<file path="src/rtl/phy_tx_pkg.sv">
// rtl/phy_tx_pkg.sv - shared 128b/130b framing constants for the PHY TX/RX lane logic
// Contents: symbol/header/block sizes, accumulator sizing, legal sync header codes
// and a helper that classifies a sync header as legal.
package phy_tx_pkg;

  localparam int SYMBOL_WIDTH  = 8;
  localparam int SYNC_WIDTH    = 2;
  localparam int BLOCK_SYMBOLS = 16;
  localparam int ACC_WIDTH     = 24;
  localparam int FILL_WIDTH    = 5;
  localparam int CNT_WIDTH     = $clog2(BLOCK_SYMBOLS);

  localparam logic [SYNC_WIDTH-1:0] SYNC_DATA = 2'b10;
  localparam logic [SYNC_WIDTH-1:0] SYNC_OS   = 2'b01;

  function automatic logic sync_hdr_legal(input logic [SYNC_WIDTH-1:0] hdr);
    return (hdr == SYNC_DATA) || (hdr == SYNC_OS);
  endfunction

endpackage

</file>
<file path="src/rtl/tx_bit_accumulator.sv">
// rtl/tx_bit_accumulator.sv - LSB-first bit accumulator packing symbols (+ sync header) into 8-bit words
// Ports: clk, rst_n (async, active-low), soft_rst (sync clear), accept (append this cycle),
//        insert_hdr (prepend sync_hdr ahead of symbol), sync_hdr, symbol,
//        data/valid (registered output word), fill_next (fill level after this edge).
module tx_bit_accumulator
  import phy_tx_pkg::*;
(
  input  logic                    clk,
  input  logic                    rst_n,
  input  logic                    soft_rst,
  input  logic                    accept,
  input  logic                    insert_hdr,
  input  logic [SYNC_WIDTH-1:0]   sync_hdr,
  input  logic [SYMBOL_WIDTH-1:0] symbol,
  output logic [SYMBOL_WIDTH-1:0] data,
  output logic                    valid,
  output logic [FILL_WIDTH-1:0]   fill_next
);

  logic [ACC_WIDTH-1:0]  acc_q, acc_d, base_acc, app_bits;
  logic [FILL_WIDTH-1:0] fill_q, fill_d, base_fill, app_len;
  logic                  emit, valid_q;

  always_comb begin
    emit      = (fill_q >= FILL_WIDTH'(SYMBOL_WIDTH));
    // Drain first, then append behind whatever is left; bits above fill_q are always zero.
    base_acc  = emit ? (acc_q >> SYMBOL_WIDTH) : acc_q;
    base_fill = emit ? (fill_q - FILL_WIDTH'(SYMBOL_WIDTH)) : fill_q;
    // Header sits in the low bits so it leaves the lane before the symbol.
    app_bits  = insert_hdr ? {{(ACC_WIDTH-SYMBOL_WIDTH-SYNC_WIDTH){1'b0}}, symbol, sync_hdr}
                           : {{(ACC_WIDTH-SYMBOL_WIDTH){1'b0}}, symbol};
    app_len   = insert_hdr ? FILL_WIDTH'(SYMBOL_WIDTH + SYNC_WIDTH) : FILL_WIDTH'(SYMBOL_WIDTH);
    acc_d     = base_acc;
    fill_d    = base_fill;
    if (accept) begin
      acc_d  = base_acc | (app_bits << base_fill);
      fill_d = base_fill + app_len;
    end
  end

  always_ff @(posedge clk or negedge rst_n) begin
    if (!rst_n) begin
      acc_q   <= '0;
      fill_q  <= '0;
      valid_q <= 1'b0;
    end else if (soft_rst) begin
      acc_q   <= '0;
      fill_q  <= '0;
      valid_q <= 1'b0;
    end else begin
      acc_q   <= acc_d;
      fill_q  <= fill_d;
      // Registered copy of next cycle's emit so o_Valid comes straight from a flop.
      valid_q <= (fill_d >= FILL_WIDTH'(SYMBOL_WIDTH));
    end
  end

  assign data      = acc_q[SYMBOL_WIDTH-1:0];
  assign valid     = valid_q;
  assign fill_next = fill_d;

endmodule

</file>
<file path="src/rtl/tx_block_gearbox.sv">
// rtl/tx_block_gearbox.sv - per-lane 128b/130b TX gearbox: sync header insertion and 8-bit word packing
// Ports: CLK, RST_L (async, active-low), i_GEN (1=Gen3, 0=Gen1/2 pass-through), i_Soft_RST (sync clear),
//        i_Valid/i_Symbol/i_Start_Block/i_Sync_Header (symbol stream in, bit 0 first),
//        o_Data/o_Valid (word stream out, bit 0 first), o_Back_Pressure (symbol not accepted),
//        o_Error (one-cycle framing error pulse).
module tx_block_gearbox
  import phy_tx_pkg::*;
(
  input  logic                    CLK,
  input  logic                    RST_L,
  input  logic                    i_GEN,
  input  logic                    i_Soft_RST,
  input  logic                    i_Valid,
  input  logic [SYMBOL_WIDTH-1:0] i_Symbol,
  input  logic                    i_Start_Block,
  input  logic [SYNC_WIDTH-1:0]   i_Sync_Header,
  output logic [SYMBOL_WIDTH-1:0] o_Data,
  output logic                    o_Valid,
  output logic                    o_Back_Pressure,
  output logic                    o_Error
);

  logic                  bp_q, err_q, accept, start, err_d;
  logic [CNT_WIDTH-1:0]  sym_cnt, cnt_d;
  logic [FILL_WIDTH-1:0] fill_next;

  always_comb begin
    accept = i_Valid & ~bp_q;
    start  = i_GEN & i_Start_Block;
    err_d  = 1'b0;
    cnt_d  = sym_cnt;
    if (i_GEN && accept) begin
      // Start-block off the boundary, or a boundary without start-block, or an illegal header.
      err_d = (start ^ (sym_cnt == '0)) | (start & ~sync_hdr_legal(i_Sync_Header));
      // A start-block always realigns the count so the next symbol is index 1.
      cnt_d = start ? CNT_WIDTH'(1) : sym_cnt + CNT_WIDTH'(1);
    end
  end

  always_ff @(posedge CLK or negedge RST_L) begin
    if (!RST_L) begin
      sym_cnt <= '0;
      bp_q    <= 1'b0;
      err_q   <= 1'b0;
    end else if (i_Soft_RST) begin
      sym_cnt <= '0;
      bp_q    <= 1'b0;
      err_q   <= 1'b0;
    end else begin
      sym_cnt <= cnt_d;
      // Evaluated on the next fill so back-pressure is a pure flop output.
      bp_q    <= i_GEN & (fill_next >= FILL_WIDTH'(2 * SYMBOL_WIDTH));
      err_q   <= err_d;
    end
  end

  tx_bit_accumulator u_acc (
    .clk       (CLK),
    .rst_n     (RST_L),
    .soft_rst  (i_Soft_RST),
    .accept    (accept),
    .insert_hdr(start),
    .sync_hdr  (i_Sync_Header),
    .symbol    (i_Symbol),
    .data      (o_Data),
    .valid     (o_Valid),
    .fill_next (fill_next)
  );

  assign o_Back_Pressure = bp_q;
  assign o_Error         = err_q;

endmodule

</file>
<file path="config.mk">
export PLATFORM = sky130hd
export DESIGN_NAME = tx_block_gearbox
export DESIGN_NICKNAME = d
export VERILOG_FILES = /design/src/rtl/phy_tx_pkg.sv /design/src/rtl/tx_bit_accumulator.sv /design/src/rtl/tx_block_gearbox.sv
export SDC_FILE = /design/constraint.sdc
export NUM_CORES = 1
export LEC_CHECK = 0
export CORE_UTILIZATION = 60
export CTS_CLUSTER_DIAMETER = 40
export DETAILED_ROUTE_END_ITERATION = 16
export GPL_ROUTABILITY_DRIVEN = 1
export GPL_TIMING_DRIVEN = 0
export HOLD_SLACK_MARGIN = 0.06
export PLACE_DENSITY = 0.88
export SYNTH_ARGS = -nofsm -noshare
export SYNTH_HDL_FRONTEND = slang
export SYNTH_SLANG_ARGS = --single-unit
export TNS_END_PERCENT = 50
</file>
<file path="constraint.sdc">
create_clock -name CLK -period 3.7 [get_ports CLK]
set_clock_uncertainty 0.05 [all_clocks]
set_input_delay 0.74 -clock CLK [delete_from_list [all_inputs] [get_ports CLK]]
set_output_delay 0.74 -clock CLK [all_outputs]
set_load 0.05 [all_outputs]
</file>
==> out/metrics.yaml, run 1 <==
grt_overflow: 0
clk_pin_slew_ns: 0.08
antenna_found_initial: 0
first_global_vias: 2306
hold_viol_final: 0
path_buf_inv: 2
post-route-min-period_ns: 2.72
clock-sinks: 35
synth.net_count: 319
syn_area_um2: 2500
dr.pass1.iters: 5
yosys.area.top_type: "dfrtp_1"
viasPerCell: 6.60
fin_tns_setup_ns: 0
min_period_over_period_pct: 73.5
netlist_instances: 297
die_area_um2: 4430
tightest_slew_ns: 0.824
avgSynthCellArea_um2: 8.42
fin_cells: 379
die_x_um: 66.6
cts_resized: 0
grt_usage_pct: 33.7
cellPowerDensity_nw_per_um2: 687
hold_buffers: 0
rr_startpoint: "u_acc.fill_q[4]$_DFF_PN0_"
finalSetupViolations: 0
port_buffers: 24
yosysUniqueCellTypes: 59
status: "completed"
required_ns: 3.85
seq_area_frac_synth_pct: 35.0
clk_path_buf_depth: 2
cp-end-kind: "register"
gp_congestion: 0.984
max_stage_delay_ns: 0.60
cts_buffers: 5
reg2reg_to: "u_acc.acc_q[9]$_DFF_PN0_"
pin_count: 27
hp-class: "input port to asynchronous set/reset pin"
wirelength_um: 6490
drive_gt1_share_pct: 10.3
slew_violations: 0
ys_ff_latch: 35
worstPathArrival_ns: 2.87
antenna_cells: 0
synth_edf_count: 0
synth.most_common_cell: "nand2_1"
post_cts_buffers: 0
dp_cells: 371
grt_max_degree: 36
layout.nets: 350
cp_top_family: "compound AO/OA/AOI/OAI gates"
ys_top_cells_by_area: "dfrtp_1 (35%), nand2_1 (8.0%), a21oi_1 (4.0%)"
areaGrowthSynthToFinish_pct: 16.6
crit_cells: 8
path_class: "register to register"
ys_warn_count: 0
reg2reg_setup_slack_ns: 0.98
core_region_area_um2: 4000
slew-limit-headroom_pct: 45.1
die_h_um: 66.6
yosys-top-cells-count: "nand2_1 (53), dfrtp_1 (35), a21oi_1 (20)"
grt_setup_unrepaired: "no"
insertion_delay_ns: 0.30
grt_pass1_wl_um: 11000
cts_tree: "built"
p_leak_nw: 1.15
cts-root-buf: "clkbuf_8"
drt_iter0_drc: 227
hpwlAfterDp_um: 4700
routedWlPerCell_um: 17.1
crit_slowest_cell: "nor4bb_1"
rows: 23
synth_top_flop_cell: "dfrtp_1"
crit_path_max_fanout: 10
fmax_mhz: 368
path_cells: "inv_1, ha_1, nor4bb_1, a211oi_4, a2111oi_4, buf_6, nand2_1, a41oi_1"
via_count: 2500
ir_drop_v: 0.000316
synth_async_sr_flop_share_pct: 100
floorplan.initialDensity_pct: 62.5
drtAntennaViolNets: 0
start_kind: "register"
maxCapViolations: 0
synth_top_area_share_pct: 35.0
h-tree-depth: 2
drcViolationCount: 0
r2r.worst_path.cells: 8
==> layout make-up <==
cell class	instances	area (µm²)
well taps	50	62.6
flip-flops and latches	35	876
clock inverters	2	35.0
fillers	322	1080
inverters	9	33.8
repair buffers	24	235
clock buffers	6	82.6
plain buffers	29	160
multi-input cells	224	1430
==> registers in the layout (all words and copies together) (netlist names) <==
name / cells
o_Error: 1
u_acc.acc_q: 24
u_acc.fill_q: 4
sym_cnt: 4
o_Back_Pressure: 1
u_acc.valid: 1
==> worst max path at each step <==
stage | start | endpoint
final | u_acc.fill_q[4]$_DFF_PN0_ | u_acc.acc_q[9]$_DFF_PN0_
after global routing | u_acc.fill_q[4]$_DFF_PN0_ | u_acc.acc_q[9]$_DFF_PN0_
after CTS | u_acc.fill_q[4]$_DFF_PN0_ | u_acc.acc_q[9]$_DFF_PN0_
after detailed placement | i_Start_Block | u_acc.acc_q[14]$_DFF_PN0_
after global placement | i_Start_Block | u_acc.acc_q[14]$_DFF_PN0_
after floorplan | i_GEN | u_acc.acc_q[14]$_DFF_PN0_
==> report_power, final <==
| group | internal, mW | switching, mW |
|---|---|---|
| Clock | 0.218 | 0.150 |
| Sequential | 0.472 | 0.0626 |
| Combinational | 0.403 | 0.697 |
==> logic make-up (layout without fill, tap and decap cells) <==
group,after synthesis,after routing,synth area share [%]
flops,35,35,35.0
simple gates,121,121,23.7
fa+ha+maj,6,6,3.00
buf+inv,38,70,7.75
xor+xnor,3,3,1.05
mux,6,6,3.45
compound gates,88,88,26.0
==> through the flow <==
step / setup WS (ns) / power [mW] / cell area (µm²) / util, % / hold WS, ns
after global placement: 0.782 / 1.60 / 2800 / 70.1 / 0.448
after CTS: 0.990 / 1.98 / 2920 / 72.9 / 0.472
final: 0.981 / 2.00 / 2920 / 72.9 / 0.483
after global routing: 0.767 / 2.12 / 2920 / 72.9 / 0.498
after floorplan: 1.33 / 1.35 / 2500 / - / 0.394
after detailed placement: 0.768 / 1.62 / 2800 / 70.0 / 0.449
==> layer usage <==
layer / share of wire (%) / up-vias / track usage [%]
met5: 0 / - / 0
met2: 45 / 138 / 51.9
li1: - / 1147 / -
met3: 8.1 / 19 / 6.34
met1: 43 / 1196 / 44.7
met4: 3.6 / 0 / 17.6
==> cell usage in the layout (no fill, tap or decap), types with 2 or more instances in the layout <==
cell type / synthesis / final
nand2_1: 53 / 53
dfrtp_1: 35 / 35
clkdlybuf4s50_1: 0 / 23
a21oi_1: 20 / 20
a31oi_1: 16 / 16
clkbuf_1: 14 / 14
nand3_1: 13 / 13
nor3_1: 12 / 12
nor2_1: 10 / 10
buf_4: 9 / 9
inv_1: 8 / 8
nand2b_1: 7 / 7
o21ai_0: 7 / 7
and3_1: 6 / 6
a41oi_1: 6 / 6
ha_1: 6 / 6
clkbuf_8: 0 / 6
a211oi_1: 5 / 5
o211ai_1: 4 / 4
a21o_1: 4 / 4
mux2i_1: 3 / 3
buf_2: 2 / 3
nor2b_1: 3 / 3
nand4_1: 3 / 3
a2bb2oi_1: 3 / 3
nor3b_1: 3 / 3
a21boi_1: 2 / 2
mux4_2: 2 / 2
buf_6: 2 / 2
a21oi_2: 2 / 2
buf_1: 2 / 2
nand4b_1: 2 / 2
nand3b_1: 2 / 2
o41ai_1: 2 / 2
a22oi_1: 2 / 2
xnor2_1: 2 / 2
Note: power is estimated with default switching activity, not from simulation.
==> run 2, diff against run 1 <==
- CORE_UTILIZATION: 60 -> 57
- PLACE_DENSITY: 0.88 -> 0.84
- clock period: 3.7 -> 2.8 ns (I/O delays scaled with it)
==> out/metrics.yaml, run 2 (same netlist as run 1, synthesis figures left out) <==
layout.nets: 350  # unchanged
clock-sinks: 35  # unchanged
clk_pin_slew_ns: 0.07  # was 0.08 ns
seqCellArea_um2: 876  # unchanged
cts-root-buf: "clkbuf_8"  # unchanged
drive_gt1_share_pct: 10.1  # was 10.3%
cellPowerDensity_nw_per_um2: 883  # was 687 nW/µm²
grt_overflow: 0  # unchanged
p_leak_nw: 1.14  # was 1.15 nW
clk_path_buf_depth: 2  # unchanged
path_class: "register to register"  # unchanged
worstPathArrival_ns: 2.79  # was 2.87 ns
finalSetupViolations: 0  # unchanged
status: "completed"  # unchanged
grt_pass1_wl_um: 11000  # about the same
drt_iter0_drc: 248  # was 227
antenna_cells: 0  # unchanged
slew_violations: 0  # unchanged
first_global_vias: 2195  # was 2306
pwr-share-clk_pct: 14.6  # was 18.4%
seqPwrFrac_pct: 27.9  # was 26.7%
post-route-min-period_ns: 2.64  # was 2.72 ns
hpwlAfterDp_um: 4900  # was 4700 µm
cp-end-kind: "register"  # unchanged
internal_power_mw: 1.35  # was 1.09 mW
die_area_um2: 4660  # was 4430 µm²
insertion_delay_ns: 0.28  # was 0.30 ns
h-tree-depth: 2  # unchanged
grt_max_degree: 36  # unchanged
die_x_um: 68.2  # was 66.6 µm
placed_cell_area_um2: 2800  # unchanged
required_ns: 2.95  # was 3.85 ns
crit_path_max_fanout: 10  # unchanged
hp-class: "input port to asynchronous set/reset pin"  # unchanged
via_count: 2417  # was 2500
tightest_slew_ns: 0.794  # was 0.824 ns
port_buffers: 24  # unchanged
rr_startpoint: "u_acc.fill_q[4]$_DFF_PN0_"  # unchanged
pin_count: 27  # unchanged
areaGrowthSynthToFinish_pct: 15.4  # was 16.6%
largest_reg_flops: 24  # unchanged
post-route-util_pct: 70.1  # was 72.9%
drtAntennaViolNets: 0  # unchanged
post_cts_buffers: 0  # unchanged
p_sw_mw: 1.20  # was 0.910 mW
start_kind: "register"  # unchanged
routedWlPerCell_um: 17.6  # was 17.1 µm
layout_common_cells: "nand2_1 (53), dfrtp_1 (35), clkdlybuf4s50_1 (23)"  # unchanged
rows: 23  # unchanged
antenna_found_initial: 0  # unchanged
viasPerCell: 6.39  # was 6.60
cts_resized: 0  # unchanged
wirelength_um: 6660  # was 6490 µm
p_comb_share_pct: 57.4  # was 54.9%
drcViolationCount: 0  # unchanged
reg_top3: "u_acc.acc_q: 24 flops, sym_cnt: 4 flops, u_acc.fill_q: 4 flops"  # unchanged
ir_drop_v: 0.000427  # was 0.000316 V
regMostFlops: "u_acc.acc_q"  # unchanged
hold_viol_final: 0  # unchanged
reg2reg_setup_slack_ns: 0.16  # was 0.98 ns
grt_usage_pct: 32.7  # was 33.7%
gp_congestion: 0.941  # was 0.984
nFillCells: 341  # was 322
fin_tns_setup_ns: 0  # unchanged
multi_input_area_um2: 1430  # unchanged
crit_start: "u_acc.fill_q[4]$_DFF_PN0_"  # unchanged
core_region_area_um2: 4120  # was 4000 µm²
layout_commonest_cell: "nand2_1"  # unchanged
floorplan.initialDensity_pct: 60.8  # was 62.5%
fmax_mhz: 379  # was 368 MHz
slew-limit-headroom_pct: 47.1  # was 45.1%
finalInstanceArea_um2: 2890  # was 2920 µm²
min_period_over_period_pct: 94.3  # was 73.5%
swShare_pct: 47.0  # was 45.4%
grt_setup_unrepaired: "no"  # unchanged
dr.pass1.iters: 5  # unchanged
die_h_um: 68.2  # was 66.6 µm
hold_buffers: 0  # unchanged
cts_buffers: 5  # unchanged
cts_tree: "built"  # unchanged
maxCapViolations: 0  # unchanged
## run 2: cell type report
cell class                      count  share of cell area, %
Sequential cell                    35                   30.3
Timing Repair Buffer               24                   8.15
Inverter                            9                   1.17
Clock buffer                        6                   2.86
Clock inverter                      1                  0.173
Tap cell                           50                   2.17
Multi-Input combinational cell    224                   49.6
Buffer                             29                   5.55
## run 2: power by group through the flow
stage	logic, mW	registers (mW)	clock network [mW]
4_1_cts	1.44	0.712	0.379
5_1_grt	1.58	0.727	0.397
3_3_place_gp	1.43	0.713	0
6_report	1.46	0.712	0.373
2_1_floorplan	1.04	0.743	0
3_5_place_dp	1.44	0.721	0
## run 2: per-stage QoR
step                hold slack [ns]  total power, mW  worst slack (ns)  cells
floorplan                     0.214             1.78             0.516    297
global placement              0.462             2.14            0.0454    371
detailed placement            0.463             2.16            0.0261    371
CTS                           0.335             2.54             0.176    378
global route                  0.380             2.71            0.0191    378
finish                        0.305             2.55             0.160    378
## run 2: metal layers
| layer | vias to the layer above | GRT usage [%] | wire length [µm] |
|---|---|---|---|
| met4 | 0 | 11.7 | 101 |
| met5 | - | 0 | 0 |
| li1 | 1146 | - | - |
| met2 | 111 | 47.7 | 3000 |
| met3 | 11 | 5.83 | 464 |
| met1 | 1149 | 47.7 | 3090 |
## run 2: worst max-delay path, cell delays in order (launching register included)
cell and delay, ns:
dfrtp_1 0.47, inv_1 0.15, ha_1 0.17, nor4bb_1 0.57, a211oi_4 0.18, a2111oi_4 0.47, buf_6 0.22, nand2_1 0.07
a41oi_1 0.22
## run 2: worst paths after layout
kind	end	depth (start not counted)
worst max-delay path	u_acc.acc_q[9]$_DFF_PN0_	8
worst min-delay path	u_acc.acc_q[15]$_DFF_PN0_	1
worst max register to register	u_acc.acc_q[9]$_DFF_PN0_	8
worst min register to register	u_acc.acc_q[0]$_DFF_PN0_	2
max in group asynchronous	u_acc.acc_q[16]$_DFF_PN0_	1
min in group CLK	u_acc.acc_q[0]$_DFF_PN0_	2
==> run 3, diff against run 2 <==
- SKIP_LAST_GASP: unset -> 1
==> results of run 3 <==
No change in the layout: final DEF, timing and power equal those of run 2.
